==> src/rtl/mod_audio_pkg.sv <==
// Shared audio stream types and defaults.
// Used by the synth driver and the I2S DAC transmitter.
package mod_audio_pkg;

  localparam int SLOT_BITS_DEFAULT = 16;
  localparam int BCLK_HALF_DEFAULT = 16;

  typedef struct packed {
    logic [15:0] left;
    logic [15:0] right;
  } stereo_sample_t;

endpackage

==> src/rtl/mod_i2s_dac_tx_if.sv <==
// Stereo sample stream handshake.
// Producer drives sample/valid, consumer drives ready.
interface mod_i2s_dac_tx_if;
  import mod_audio_pkg::*;

  stereo_sample_t i_sample;
  logic           i_valid;
  logic           o_ready;

  modport master (
    output i_sample,
    output i_valid,
    input  o_ready
  );

  modport slave (
    input  i_sample,
    input  i_valid,
    output o_ready
  );

endinterface

==> src/rtl/mod_bclk_gen.sv <==
// I2S bit clock divider and slot bit counter.
// Strobes mark the cycle before each BCLK edge.
module mod_bclk_gen #(
  parameter int BCLK_HALF = 16,
  parameter int SLOT_BITS = 16
) (
  input  logic i_clk,
  input  logic i_nrst,
  output logic o_bclk,
  output logic o_lrck,
  output logic o_fall_strobe,
  output logic o_rise_strobe,
  output logic o_frame_load
);

  localparam int DW =
    (BCLK_HALF > 1) ? $clog2(BCLK_HALF) : 1;
  localparam int BW = $clog2(2 * SLOT_BITS);

  localparam logic [DW-1:0] DIV_MAX =
    DW'(BCLK_HALF - 1);
  localparam logic [BW-1:0] BIT_MAX =
    BW'(2 * SLOT_BITS - 1);
  localparam logic [BW-1:0] BIT_SLOT =
    BW'(SLOT_BITS);

  logic [DW-1:0] r_div_q;
  logic [BW-1:0] r_bit_q;
  logic          r_bclk;
  logic          r_lrck;
  logic          w_wrap;
  logic [BW-1:0] w_bit_nxt;

  assign w_wrap        = (r_div_q == DIV_MAX);
  assign o_fall_strobe = w_wrap & r_bclk;
  assign o_rise_strobe = w_wrap & ~r_bclk;
  assign o_frame_load  =
    o_fall_strobe & (r_bit_q == '0);
  assign w_bit_nxt =
    (r_bit_q == BIT_MAX) ? '0 : r_bit_q + 1'b1;

  assign o_bclk = r_bclk;
  assign o_lrck = r_lrck;

  // Half-period divider; toggles BCLK on wrap.
  always_ff @(posedge i_clk or negedge i_nrst) begin
    if (!i_nrst) begin
      r_div_q <= '0;
      r_bclk  <= 1'b0;
    end else if (w_wrap) begin
      r_div_q <= '0;
      r_bclk  <= ~r_bclk;
    end else begin
      r_div_q <= r_div_q + 1'b1;
    end
  end

  // Bit position in frame; LRCK follows on falling BCLK.
  always_ff @(posedge i_clk or negedge i_nrst) begin
    if (!i_nrst) begin
      r_bit_q <= '0;
      r_lrck  <= 1'b0;
    end else if (o_fall_strobe) begin
      r_bit_q <= w_bit_nxt;
      r_lrck  <= (w_bit_nxt >= BIT_SLOT);
    end
  end

endmodule

==> src/rtl/mod_i2s_dac_tx.sv <==
// I2S DAC transmitter, BCLK/LRCK master.
// One-word holding buffer feeding a frame shifter.
module mod_i2s_dac_tx
  import mod_audio_pkg::*;
#(
  parameter int BCLK_HALF = BCLK_HALF_DEFAULT,
  parameter int SLOT_BITS = SLOT_BITS_DEFAULT
) (
  input  logic             i_clk,
  input  logic             i_nrst,
  mod_i2s_dac_tx_if.slave  s_if,
  output logic             o_aud_bclk,
  output logic             o_aud_daclrck,
  output logic             o_aud_dacdat,
  output logic             o_underrun
);

  stereo_sample_t r_hold_q;
  stereo_sample_t r_last_q;
  logic [31:0]    r_shift_q;
  logic           r_full_q;
  logic           r_underrun;

  logic w_fall;
  logic w_load;
  logic w_accept;
  logic w_unused_rise;

  mod_bclk_gen #(
    .BCLK_HALF (BCLK_HALF),
    .SLOT_BITS (SLOT_BITS)
  ) u_bclk_gen (
    .i_clk         (i_clk),
    .i_nrst        (i_nrst),
    .o_bclk        (o_aud_bclk),
    .o_lrck        (o_aud_daclrck),
    .o_fall_strobe (w_fall),
    .o_rise_strobe (w_unused_rise),
    .o_frame_load  (w_load)
  );

  assign w_accept     = s_if.i_valid & ~r_full_q;
  assign s_if.o_ready = ~r_full_q;
  assign o_aud_dacdat = r_shift_q[31];
  assign o_underrun   = r_underrun;

  // Holding register; a load in the accept cycle
  // still sees the old contents.
  always_ff @(posedge i_clk or negedge i_nrst) begin
    if (!i_nrst) begin
      r_hold_q <= '0;
      r_full_q <= 1'b0;
    end else if (w_accept) begin
      r_hold_q <= s_if.i_sample;
      r_full_q <= 1'b1;
    end else if (w_load) begin
      r_full_q <= 1'b0;
    end
  end

  // Frame shifter; repeats last frame when starved.
  always_ff @(posedge i_clk or negedge i_nrst) begin
    if (!i_nrst) begin
      r_shift_q <= '0;
      r_last_q  <= '0;
    end else if (w_load) begin
      if (r_full_q) begin
        r_shift_q <= r_hold_q;
        r_last_q  <= r_hold_q;
      end else begin
        r_shift_q <= r_last_q;
      end
    end else if (w_fall) begin
      r_shift_q <= {r_shift_q[30:0], 1'b0};
    end
  end

  // One-cycle underrun flag on a starved frame load.
  always_ff @(posedge i_clk or negedge i_nrst) begin
    if (!i_nrst) begin
      r_underrun <= 1'b0;
    end else begin
      r_underrun <= w_load & ~r_full_q;
    end
  end

endmodule

==> src/flat_wrapper.sv <==
// flat-port wrapper written by rule: the top's interface ports become plain ports
module mod_i2s_dac_tx_flat import mod_audio_pkg::*;
#(
  parameter int BCLK_HALF = BCLK_HALF_DEFAULT,
  parameter int SLOT_BITS = SLOT_BITS_DEFAULT
)
  (i_clk, i_nrst, o_aud_bclk, o_aud_daclrck, o_aud_dacdat, o_underrun, s_if_i_sample, s_if_i_valid, s_if_o_ready);
  mod_i2s_dac_tx_if s_if_i ();
  input  logic i_clk;
  input  logic i_nrst;
  output logic o_aud_bclk;
  output logic o_aud_daclrck;
  output logic o_aud_dacdat;
  output logic o_underrun;
  input wire logic [$bits(s_if_i.i_sample)-1:0] s_if_i_sample;
  input wire logic [$bits(s_if_i.i_valid)-1:0] s_if_i_valid;
  output wire logic [$bits(s_if_i.o_ready)-1:0] s_if_o_ready;
  assign s_if_i.i_sample = s_if_i_sample;
  assign s_if_i.i_valid = s_if_i_valid;
  assign s_if_o_ready = s_if_i.o_ready;
  mod_i2s_dac_tx #(.BCLK_HALF(BCLK_HALF), .SLOT_BITS(SLOT_BITS)) u_core (.i_clk(i_clk), .i_nrst(i_nrst), .s_if(s_if_i), .o_aud_bclk(o_aud_bclk), .o_aud_daclrck(o_aud_daclrck), .o_aud_dacdat(o_aud_dacdat), .o_underrun(o_underrun));
endmodule
==> config.mk <==
export PLATFORM = sky130hd
export DESIGN_NAME = mod_i2s_dac_tx_flat
export DESIGN_NICKNAME = d
export VERILOG_FILES = /design/src/rtl/mod_audio_pkg.sv /design/src/rtl/mod_i2s_dac_tx_if.sv /design/src/rtl/mod_bclk_gen.sv /design/src/rtl/mod_i2s_dac_tx.sv /design/src/flat_wrapper.sv
export SDC_FILE = /design/constraint.sdc
export NUM_CORES = 1
export LEC_CHECK = 0
export ABC_AREA = 0
export CAP_MARGIN = 20
export CELL_PAD_IN_SITES_DETAIL_PLACEMENT = 0
export CELL_PAD_IN_SITES_GLOBAL_PLACEMENT = 2
export CORE_ASPECT_RATIO = 1.75
export CORE_MARGIN = 10
export CORE_UTILIZATION = 39
export DETAILED_ROUTE_END_ITERATION = 8
export PLACE_DENSITY = 0.8
export SLEW_MARGIN = 20
export SYNTH_ARGS = -nofsm -noshare
export SYNTH_HDL_FRONTEND = slang
export SYNTH_SLANG_ARGS = --single-unit
==> constraint.sdc <==
create_clock -name i_clk -period 2.2 [get_ports i_clk]
set_input_delay 0.44 -clock i_clk [delete_from_list [all_inputs] [get_ports i_clk]]
set_output_delay 0.44 -clock i_clk [all_outputs]
set_load 0.02 [all_outputs]
## Word-level counts from Yosys, hierarchy flattened

Cells that the tools add are included.

- Eq/ne operators: 2
- Add/subtract/negate cells: 2
- Reduce and logical (&&, ||, !) cells: 3
- Bitwise gates (word level): 6
- Muxes and demuxes: 7
- $lt $le $gt $ge: 1

Operator list:

| cell | number |
|---|---|
| 32-bit 2-to-1 mux | 3 |
| 5-bit by 1-bit adder with 5-bit output, second input constant | 1 |
| 5-bit == test, second input constant | 1 |
| 5-bit greater-or-equal comparator, second input constant | 1 |
| 5-bit logical NOT | 1 |
| 5-bit 2-to-1 mux | 1 |
| 4-bit by 1-bit adder with 4-bit output, second input constant | 1 |
| 1-bit bitwise AND | 4 |
| 4-bit == test, second input constant | 1 |
| 4-bit 2-to-1 mux | 1 |
| 2-bit nonzero test | 2 |
| 1-bit 2-to-1 mux | 2 |
| 1-bit NOT | 2 |

- Bits in registers: 109
- Input port bits: 35
- Output and inout bits: 5

## Depth between registers and ports, before layout

Gate-level depths: netlist of the first run.

- Word-level depth: 5
- Mapped depth: 6

## Modules after synthesis

A second synthesis of the first run with hierarchy kept.

- Cells, all modules: 325
- Area, all modules: 4916.0 µm²

By module, submodules not included:

| module | cells an instance | area each (µm²) | instances |
|---|---|---|---|
| mod_i2s_dac_tx | 282 | 4405.5 | 1 |
| mod_bclk_gen | 43 | 510.5 | 1 |

## Worst setup path after synthesis of the first run

Ideal clock, no wire load.

- Path kind: register -> register
- Start point: register u_core.u_bclk_gen.r_div_q[0]
- End point: register u_core.r_last_q[0] (netlist bit)
- Setup time: 0.128 ns
- Clock period less this slack: 1.716 ns
- Stages on the path, launching flop included: 7
- Slack: 0.484 ns
- Arrival time: 1.588 ns
- Cell sequence: dfrtp_1 ha_1 and4_1 buf_2 nand3_2 buf_2 mux2_1

- Word-level cells in the longest chain between the ends: 3

RTL lines:

| item | line | RTL |
|---|---|---|
| start: declaration | mod_bclk_gen.sv:27 | `logic [DW-1:0] r_div_q;` |
| start signal: assignment | mod_bclk_gen.sv:54 | `r_div_q <= r_div_q + 1'b1;` |
| 4-bit == test | mod_bclk_gen.sv:34 | `assign w_wrap = (r_div_q == DIV_MAX);` |
| 1-bit bitwise AND | mod_bclk_gen.sv:35 | `assign o_fall_strobe = w_wrap & r_bclk;` |
| 1-bit bitwise AND | mod_bclk_gen.sv:38 | `o_fall_strobe & (r_bit_q == '0);` |
| end signal: assignment | mod_i2s_dac_tx.sv:69 | `r_last_q <= r_hold_q;` |
| end: declaration | mod_i2s_dac_tx.sv:19 | `stereo_sample_t r_last_q;` |

Every way passes these cells.
A chain may end at the register's enable or synchronous reset.

## Final worst setup path of the first run

- Start point: register u_core.u_bclk_gen.r_bit_q[0]
- End point: register u_core.r_last_q[22] (netlist bit)

- Word-level cells in the longest chain between the ends: 2

RTL lines:

| item | line | RTL |
|---|---|---|
| start: declaration | mod_bclk_gen.sv:28 | `logic [BW-1:0] r_bit_q;` |
| start signal: assignment | mod_bclk_gen.sv:64 | `r_bit_q <= w_bit_nxt;` |
| 5-bit logical NOT | mod_bclk_gen.sv:38 |  |
| 1-bit bitwise AND | mod_bclk_gen.sv:38 |  |

Every way passes these cells.

==> results of run 1 <==
-- logic make-up after synthesis --
kind of cell | count (synthesis) | share of synthesized area, %
DFF | 108 | 56.4
and+or+nand+nor | 81 | 8.51
AOI/OAI and AO/OA | 75 | 10.1
buffers and inverters | 43 | 3.73
adders and majority gates | 4 | 1.04
muxes | 87 | 19.8
xor gates and xnor gates | 2 | 0.366
-- routing by layer --
metal / vias to the layer above / wire (um)
li1: 1477 / -
met1: 1581 / 4220
met2: 39 / 4910
met3: 11 / 237
met4: 0 / 163
met5: - / 0
-- final timing paths --
kind / start / to / depth (start not counted)
worst min-delay path: i_nrst / u_core.r_last_q[27] / 1
worst max-delay path: u_core.u_bclk_gen.r_bit_q[0] / u_core.r_last_q[22] / 6
worst min register to register: u_core.r_last_q[11] / u_core.r_last_q[11] / 1
max in group asynchronous: i_nrst / u_core.r_last_q[12] / 2
worst max register to register: u_core.u_bclk_gen.r_bit_q[0] / u_core.r_last_q[22] / 6
min in group i_clk: u_core.r_last_q[11] / u_core.r_last_q[11] / 1
-- critical path, stage by stage, from the launching register on --
cell and delay (ns):
dfrtp_1 0.43, inv_1 0.08, ha_1 0.15, nor4b_4 0.29, buf_12 0.25, nand2_1 0.33, o21ai_0 0.26
-- synth_stat cells --
cell,number
xor2_1,1
nand2_1,27
o31ai_1,21
ha_1,4
nand2b_1,2
o21ai_0,23
and4_1,1
o21ai_1,7
mux2_2,43
clkbuf_2,1
a211oi_1,20
nand3_2,1
mux2i_1,23
a31oi_1,2
a21oi_1,1
dfrtp_1,108
inv_1,15
nor4b_4,1
nor2b_1,21
buf_4,1
nand3_1,3
or4b_1,1
buf_2,10
mux2_1,21
o21a_1,1
nor2_1,22
buf_1,4
and3_1,1
xnor2_1,1
clkbuf_1,12
nand4_1,1
-- state kept, by name, indices dropped and copies added, names as in the netlist --
register	cells
u_core.r_hold_q	32
u_core.r_last_q	32
u_core.r_shift_q	32
u_core.u_bclk_gen.r_bit_q	5
u_core.u_bclk_gen.r_div_q	4
u_core.o_underrun	1
u_core.r_full_q	1
u_core.u_bclk_gen.o_bclk	1
-- through the flow --
step	std cells	area (um2)	utilization (%)
after floorplan	400	4790	-
after global placement	590	5440	45.3
after detailed placement	590	5440	45.3
after CTS	606	5760	48.0
after global routing	606	5760	48.0
final	606	5760	48.0
-- power by group through the flow --
| stage | combinational (mW) | sequential (mW) | clock [mW] |
|---|---|---|---|
| 2_1_floorplan | 0.273 | 2.36 | 0 |
| 3_3_place_gp | 0.413 | 2.40 | 0 |
| 3_5_place_dp | 0.429 | 2.41 | 0 |
| 4_1_cts | 0.432 | 2.37 | 1.77 |
| 5_1_grt | 0.482 | 2.40 | 1.85 |
| 6_report | 0.419 | 2.37 | 1.71 |
-- final cells by class --
| type | instances | area (um2) | area share, % |
|---|---|---|---|
| flip-flops and latches | 108 | 2700 | 47.0 |
| inverters | 15 | 56.3 | 0.978 |
| clock buffers | 11 | 243 | 4.22 |
| clock inverters | 5 | 75.1 | 1.30 |
| well taps | 165 | 206 | 3.59 |
| multi-input cells | 249 | 1920 | 33.3 |
| repair buffers | 53 | 556 | 9.65 |
==> metrics.yaml, run 1 <==
status:
  status: "complete, no violations"
power:
  finalPower_mw: 4.50
  peakVddDrop_v: 0.000395
  swShare_pct: 22.1
  p_comb_share_pct: 9.3
  p_clk_share_pct: 38.1
  p_leak_nw: 2.46
  intPower_mw: 3.51
  power_density_nw_per_um2: 782
  pwr-share-seq_pct: 52.6
  switching_power_mw: 0.997
global_routing:
  grt_pass1_wl_mm: 16.6
  overflow: 0
  grtUsageMet1_pct: 13.8
  use_met2_pct: 20.0
  grt_pass1_vias: 3227
  top_usage_layer: "met2"
  antenna_found_initial: 0
  grtUsageTotal_pct: 11.7
  grt_max_degree: 57
  grt_use_met3_pct: 2.28
die:
  chipWidth_um: 104
  coreArea_um2: 12000
  num_io_pins: 40
  dieArea_um2: 17300
  start_util_pct: 39.9
  rows: 53
  die_h_um: 167
timing:
  fin_crit_ns: 1.90
  rsz0062_at_grt: "no"
  fin_tns_setup_ns: 0
  finalClockSkew_ns: 0.00672
  timing.final.crit_share_pct: 86.3
  slew_headroom_pct: 68.4
  finalSetupViolations: 0
  fmax_ghz: 0.527
  finalHoldViolations: 0
  tightest_slew_ns: 0.473
  holdWs_ns: 0.0320
  drv_slew: 0
  final.setup.worst_slack_ns: 0.302
layout:
  final_common_cell: "dfrtp_1"
  nets: 475
  syn_to_final_growth_pct: 20.2
  layout_common_cells: "dfrtp_1 (107), mux2_2 (43), clkdlybuf4s50_1 (38)"
  n_fill_cell: 1101
  final_layout_size_suffix_gt1_share_pct: 17.5
  antenna_cells: 0
detailed_routing:
  drt_pass1_iterations: 4
  route.detailed.drc: 0
  drtAntennaViolNets: 0
  routedWlPerCell_um: 15.7
  viasPerCell: 5.13
  totalWireLength_mm: 9.53
  dr_total_vias: 3108
  drt-initial-drc-count: 85
critical_path:
  required_ns: 2.46
  end_kind: "register"
  cp-start-kind: "register"
  worst_ep_arrival_time_ns: 2.16
  critical_path_class: "register to register"
  ff2ff_setup_slack_ns: 0.30
  critPathMaxFanout: 32
placement:
  port_buffers: 39
  hpwl_mm: 6.44
  place.gp.congestion: 0.736
  pre_cts_ws_ns: 0.301
clocking:
  cts_buffer_depth: 2
  clk_pin_slew_ns: 0.07
  cts_root_buffer: "clkbuf_16"
  worstSkewPairLatency_ns: 0.35
  cts-htree-levels: 3
  clkSinkCount: 108
  post-cts-setup-buffers: 0
  postCtsResizedCells: 0
  cts_tree: "yes"
  numCtsBuffers: 9
  postCtsHoldBufs: 0
synth:
  syn_inst: 400
  ys_ff_latch: 108
  yosys-top-cells-area: "dfrtp_1 (56%), mux2_2 (10%), mux2_1 (4.9%)"
  synthesis.area_um2: 4790
  yosysTopAreaCellShare_pct: 56.4
  synthesis.nets: 439
  yosysUniqueCellTypes: 31
  ys_seq_area_share_pct: 56.4
  yosysWarnings: 0
  yosysTopAreaCell: "dfrtp_1"
  syn_avg_cell_area_um2: 12.0
hold_path:
  hold_class: "input pin to async pin"
job:
  drv_cap: 0
Power figures use the tool's default switching activity.
==> run 2: changes to the inputs <==
CORE_MARGIN = 2   (was 10)
CORE_UTILIZATION = 43   (was 39)
DONT_BUFFER_PORTS = 1   (was not set)
PLACE_DENSITY = 0.81   (was 0.8)
==> metrics.yaml, run 2 (synthesized netlist as in run 1, its figures left out) <==
layout:
  antenna_cells: 0  # unchanged
  final_common_cell: "dfrtp_1"
  multi_input_area_um2: 1920  # unchanged
  fin_cells: 530  # -13%
  final_cell_area_um2: 5200  # -9.7%
  largest_registers: "u_core.r_hold_q: 32 flops, u_core.r_last_q: 32 flops, u_core.r_shift_q: 32 flops"
  syn_to_final_growth_pct: 8.57
  nets: 433  # -8.8%
  final_layout_size_suffix_gt1_share_pct: 17.6  # +0.13 points
  layout_common_cells: "dfrtp_1 (107), mux2_2 (43), nand2_1 (27)"
  n_fill_cell: 1023  # -7.1%
  regArea_um2: 2700  # unchanged
die:
  num_io_pins: 40  # unchanged
  chipWidth_um: 83.8  # -19%
  dieArea_um2: 12000  # -30%
  rows: 51  # -3.8%
  die_h_um: 144  # -14%
  coreArea_um2: 11000  # -8.6%
  start_util_pct: 43.7  # +3.7 points
power:
  peakVddDrop_v: 0.000482  # +22%
  power_density_nw_per_um2: 789  # +0.85%
  p_leak_nw: 2.25  # -8.7%
clocking:
  cts_buffer_depth: 2  # unchanged
  postCtsResizedCells: 0  # unchanged
  clkSinkCount: 108  # unchanged
  numCtsBuffers: 9  # unchanged
  cts-htree-levels: 3  # unchanged
  worstSkewPairLatency_ns: 0.34  # about the same
  cts_root_buffer: "clkbuf_16"
  cts_tree: "yes"
  post-cts-setup-buffers: 0  # unchanged
  clk_pin_slew_ns: 0.06  # about the same
status:
  status: "finished with violations"
  violations: "hold timing"
global_routing:
  grt_pass1_wl_mm: 15.4  # -7.3%
  grt_max_degree: 109  # +91%
  antenna_found_initial: 0  # unchanged
  grt_pass1_vias: 3162  # -2.0%
  overflow: 0  # unchanged
  grtUsageTotal_pct: 16.3  # +4.6 points
placement:
  place.gp.congestion: 0.718  # -2.4%
  placed_area_um2: 4950  # -9.0%
  dp_cells: 515  # -13%
  port_buffers: 0  # -100%
  hpwl_mm: 5.63  # -12%
  pre_cts_ws_ns: 0.339  # +0.0376 ns
hold_path:
  hold_class: "input pin to async pin"
critical_path:
  critPathMaxFanout: 31  # -3.1%
  end_kind: "register"
  critical_path_class: "register to register"
  cp-start-kind: "register"
  worst_ep_arrival_time_ns: 2.08  # -0.08 ns
  required_ns: 2.42  # -0.04 ns
  r2r-start: "u_core.u_bclk_gen.r_bit_q[0]"
  startpoint: "u_core.u_bclk_gen.r_bit_q[0]"
timing:
  finalClockSkew_ns: 0.00455  # -0.00217 ns
  finalSetupViolations: 0  # unchanged
  slew_headroom_pct: 72.7  # +4.4 points
  drv_slew: 0  # unchanged
  finalHoldViolations: 108  # +108
  fmax_ghz: 0.537  # +2.0%
  fin_tns_setup_ns: 0  # unchanged
  holdWs_ns: -0.213  # -0.245 ns
  tightest_slew_ns: 0.408  # -0.0651 ns
  fin_crit_ns: 1.86  # -0.0364 ns
  timing.final.crit_share_pct: 84.6  # -1.7 points
  rsz0062_at_grt: "no"
  final.setup.worst_slack_ns: 0.338  # +0.0364 ns
detailed_routing:
  dr_total_vias: 2906  # -6.5%
  drt-initial-drc-count: 167  # +96%
  viasPerCell: 5.48  # +6.9%
  drt_pass1_iterations: 4  # unchanged
  totalWireLength_mm: 8.83  # -7.4%
  route.detailed.drc: 0  # unchanged
  drtAntennaViolNets: 0  # unchanged
  routedWlPerCell_um: 16.7  # +5.9%
job:
  drv_cap: 0  # unchanged
run 2: critical path: stages (launching register included):
cell	delay [ns]
dfrtp_1	0.43
inv_1	0.08
ha_1	0.15
or4b_1	0.43
buf_4	0.25
a211oi_1	0.29
o31ai_1	0.10
run 2: routing by layer:
metal | track usage [%] | up-vias | routed length (um) | share of wire, %
li1 | - | 1394 | - | -
met1 | 19.9 | 1462 | 3880 | 44
met2 | 28.0 | 38 | 4510 | 51
met3 | 2.35 | 12 | 230 | 2.6
met4 | 8.40 | 0 | 205 | 2.3
met5 | 0 | - | 0 | 0
run 2: worst paths after layout:
kind | endpoint | slack [ns] | cells past startpoint
max in group asynchronous | u_core.r_shift_q[27] | 2.24 | 0
setup / recovery | u_core.r_shift_q[18] | 0.34 | 6
min in group i_clk | u_core.r_full_q | 0.21 | 1
hold reg to reg | u_core.r_shift_q[1] | 0.48 | 2
hold / removal | u_core.u_bclk_gen.r_bit_q[2] | -0.21 | 0
setup reg to reg | u_core.r_shift_q[18] | 0.34 | 6
run 2: cell type report:
| cell class | instances | area share, % |
|---|---|---|
| tap | 132 | 3.18 |
| clock buffer | 12 | 4.55 |
| multi-input combinational | 249 | 36.9 |
| clock inverter | 3 | 0.289 |
| sequential | 108 | 52.0 |
| timing repair buffer | 11 | 2.07 |
| inverter | 15 | 1.08 |
run 2: power by group:
part | total [mW] | internal, mW | leakage (nW) | switching [mW]
registers | 2.38 | 2.23 | 1.29 | 0.146
logic | 0.306 | 0.192 | 0.828 | 0.114
clock network | 1.42 | 0.757 | 0.126 | 0.665
total | 4.10 | 3.18 | 2.25 | 0.925
run 2: metrics by stage:
stage          total power, mW  util, %  hold WS [ns]
2_1_floorplan             2.63        -         0.144
3_3_place_gp              2.71     45.1         0.149
3_5_place_dp              2.73     45.1         0.149
4_1_cts                   4.17     47.4        -0.227
5_1_grt                   4.32     47.4        -0.229
6_report                  4.10     47.4        -0.213
==> run 3: changes to the inputs <==
CORE_UTILIZATION = 39   (was 43)
PLACE_DENSITY = 0.77   (was 0.81)
clock period = 1.7 ns   (was 2.2 ns; I/O delays follow)
==> metrics.yaml, run 3 (synthesized netlist as in run 1, its figures left out) <==
detailed_routing:
  viasPerCell: 5.23  # -4.6%
  dr_total_vias: 3080  # +6.0%
  totalWireLength_mm: 10.1  # +14%
  drt_pass1_iterations: 5  # +1
  route.detailed.drc: 0  # unchanged
  drtAntennaViolNets: 0  # unchanged
  routedWlPerCell_um: 17.2  # +3.0%
  drt-initial-drc-count: 167  # unchanged
global_routing:
  grt_pass1_wl_mm: 15.9  # +2.9%
  grt_max_degree: 109  # unchanged
  overflow: 0  # unchanged
  grtUsageTotal_pct: 15.6  # -0.75 points
  grt_pass1_vias: 3162  # unchanged
  antenna_found_initial: 0  # unchanged
layout:
  syn_to_final_growth_pct: 24.1
  final_common_cell: "dfrtp_1"
  n_fill_cell: 1069  # +4.5%
  fin_cells: 589  # +11%
  largest_registers: "u_core.r_hold_q: 32 flops, u_core.r_last_q: 32 flops, u_core.r_shift_q: 32 flops"
  nets: 458  # +5.8%
  multi_input_area_um2: 2200  # +15%
  final_core_util_pct: 49.5  # +2.2 points
  antenna_cells: 0  # unchanged
  final_layout_size_suffix_gt1_share_pct: 35.6  # +18 points
  layout_common_cells: "dfrtp_1 (107), mux2_2 (36), nand2_1 (26)"
  regArea_um2: 2700  # unchanged
timing:
  fmax_ghz: 0.580  # +8.1%
  finalHoldViolations: 108  # unchanged
  finalSetupViolations: 18  # +18
  slew_headroom_pct: 77.1  # +4.3 points
  rsz0062_at_grt: "yes"
  final.setup.worst_slack_ns: -0.0228  # -0.361 ns
  tightest_slew_ns: 0.344  # -0.0639 ns
  finalClockSkew_ns: 0.00523  # +0.000678 ns
  drv_slew: 0  # unchanged
  holdWs_ns: -0.311  # -0.0979 ns
  timing.final.crit_share_pct: 101  # +17 points
  fin_crit_ns: 1.72  # -0.139 ns
placement:
  dp_cells: 562  # +9.1%
  hpwl_mm: 6.08  # +7.9%
  place.gp.congestion: 0.723  # +0.65%
  port_buffers: 0  # unchanged
clocking:
  cts_buffer_depth: 2  # unchanged
  clk_pin_slew_ns: 0.07  # about the same
  numCtsBuffers: 9  # unchanged
  worstSkewPairLatency_ns: 0.35  # about the same
  cts-htree-levels: 3  # unchanged
  cts_root_buffer: "clkbuf_16"
  clkSinkCount: 108  # unchanged
  cts_tree: "yes"
die:
  coreArea_um2: 12000  # +9.4%
  start_util_pct: 39.9  # -3.7 points
  die_h_um: 151  # +4.9%
  rows: 53  # +3.9%
  num_io_pins: 40  # unchanged
  chipWidth_um: 87.8  # +4.8%
  dieArea_um2: 13200  # +9.9%
hold_path:
  hold_class: "input pin to async pin"
critical_path:
  end_kind: "register"
  critPathMaxFanout: 8  # -74%
  cp-start-kind: "register"
  startpoint: "u_core.u_bclk_gen.r_bit_q[1]"
  r2r-start: "u_core.u_bclk_gen.r_bit_q[1]"
  critical_path_class: "register to register"
  required_ns: 1.93  # -0.49 ns
  worst_ep_arrival_time_ns: 1.95  # -0.13 ns
job:
  drv_cap: 0  # unchanged
power:
  p_leak_nw: 2.61  # +16%
  peakVddDrop_v: 0.000487  # +1.1%
  power_density_nw_per_um2: 953  # +21%
status:
  status: "finished with violations"
  violations: "hold timing, setup timing"
[run 3: cell count changes in the layout (fill, tap and decap cells not counted), moves of 4 or more]
| cell | before | now |
|---|---|---|
| o21ai_1 | 7 | 11 |
| mux2_4 | 0 | 22 |
| buf_12 | 2 | 8 |
| o31ai_2 | 0 | 5 |
| clkbuf_16 | 9 | 14 |
| mux2_2 | 43 | 36 |
| o21ai_0 | 23 | 15 |
| o21ai_2 | 0 | 4 |
| buf_4 | 9 | 19 |
| a211oi_2 | 0 | 17 |
| o31ai_1 | 21 | 16 |
| a211oi_1 | 20 | 0 |
| mux2_1 | 21 | 6 |
[run 3: final timing paths]
check,to,slack [ns],cells after the start
worst max-delay path,u_core.r_shift_q[19],-0.02,6
worst min-delay path,u_core.u_bclk_gen.r_bit_q[4],-0.31,0
worst max register to register,u_core.r_shift_q[19],-0.02,6
worst min register to register,u_core.r_shift_q[10],0.48,2
max in group asynchronous,u_core.r_full_q,1.85,0
min in group i_clk,u_core.r_full_q,0.12,1
[run 3: critical path, cell delays in order, from the launching register on]
cell and delay (ns):
dfrtp_1 0.40, inv_2 0.08, ha_4 0.12, or4b_4 0.54, clkbuf_16 0.22, a211oi_4 0.16, o31ai_2 0.09
[run 3: layer usage]
metal | share of wire, % | wire length, um | up-vias | global-route usage, %
li1 | - | - | 1440 | -
met3 | 2.5 | 251 | 13 | 3.07
met1 | 44 | 4410 | 1588 | 20.1
met2 | 52 | 5280 | 39 | 25.5
met5 | 0 | 0 | - | 0
met4 | 1.7 | 170 | 0 | 6.23
[run 3: cell type report]
class                           count  share of cell area (%)
Inverter                           15                   0.947
Tap cell                          165                    3.47
Clock buffer                        9                    3.79
Multi-Input combinational cell    249                    37.0
Sequential cell                   108                    45.5
Clock inverter                      7                    1.28
Timing Repair Buffer               36                    8.02
[run 3: timing repair]
action,CTS,global route
cloned,0,6
endpoints found under the setup margin,40,65
setup buffers,3,2
pin swaps,0,28
hold endpoints to repair,108,108
resized for setup,13,64
[run 3: through the flow]
step	power [mW]	setup TNS, ns	hold WS, ns	setup WS (ns)	instance area (um2)
6_report	5.67	-0.204	-0.311	-0.0228	5950
5_1_grt	5.97	-3.35	-0.329	-0.0947	5950
4_1_cts	5.65	-0.291	-0.326	-0.0318	5540
3_5_place_dp	3.54	-1.37	0.0488	-0.0827	5160
3_3_place_gp	3.51	-0.118	0.0484	-0.0271	5160
2_1_floorplan	3.41	0	0.0444	0.0131	4800
[run 3: where the power goes]
group | internal [mW] | total (mW) | switching [mW]
Combinational | 0.306 | 0.465 | 0.159
Clock | 1.15 | 2.09 | 0.944
Sequential | 2.88 | 3.11 | 0.222
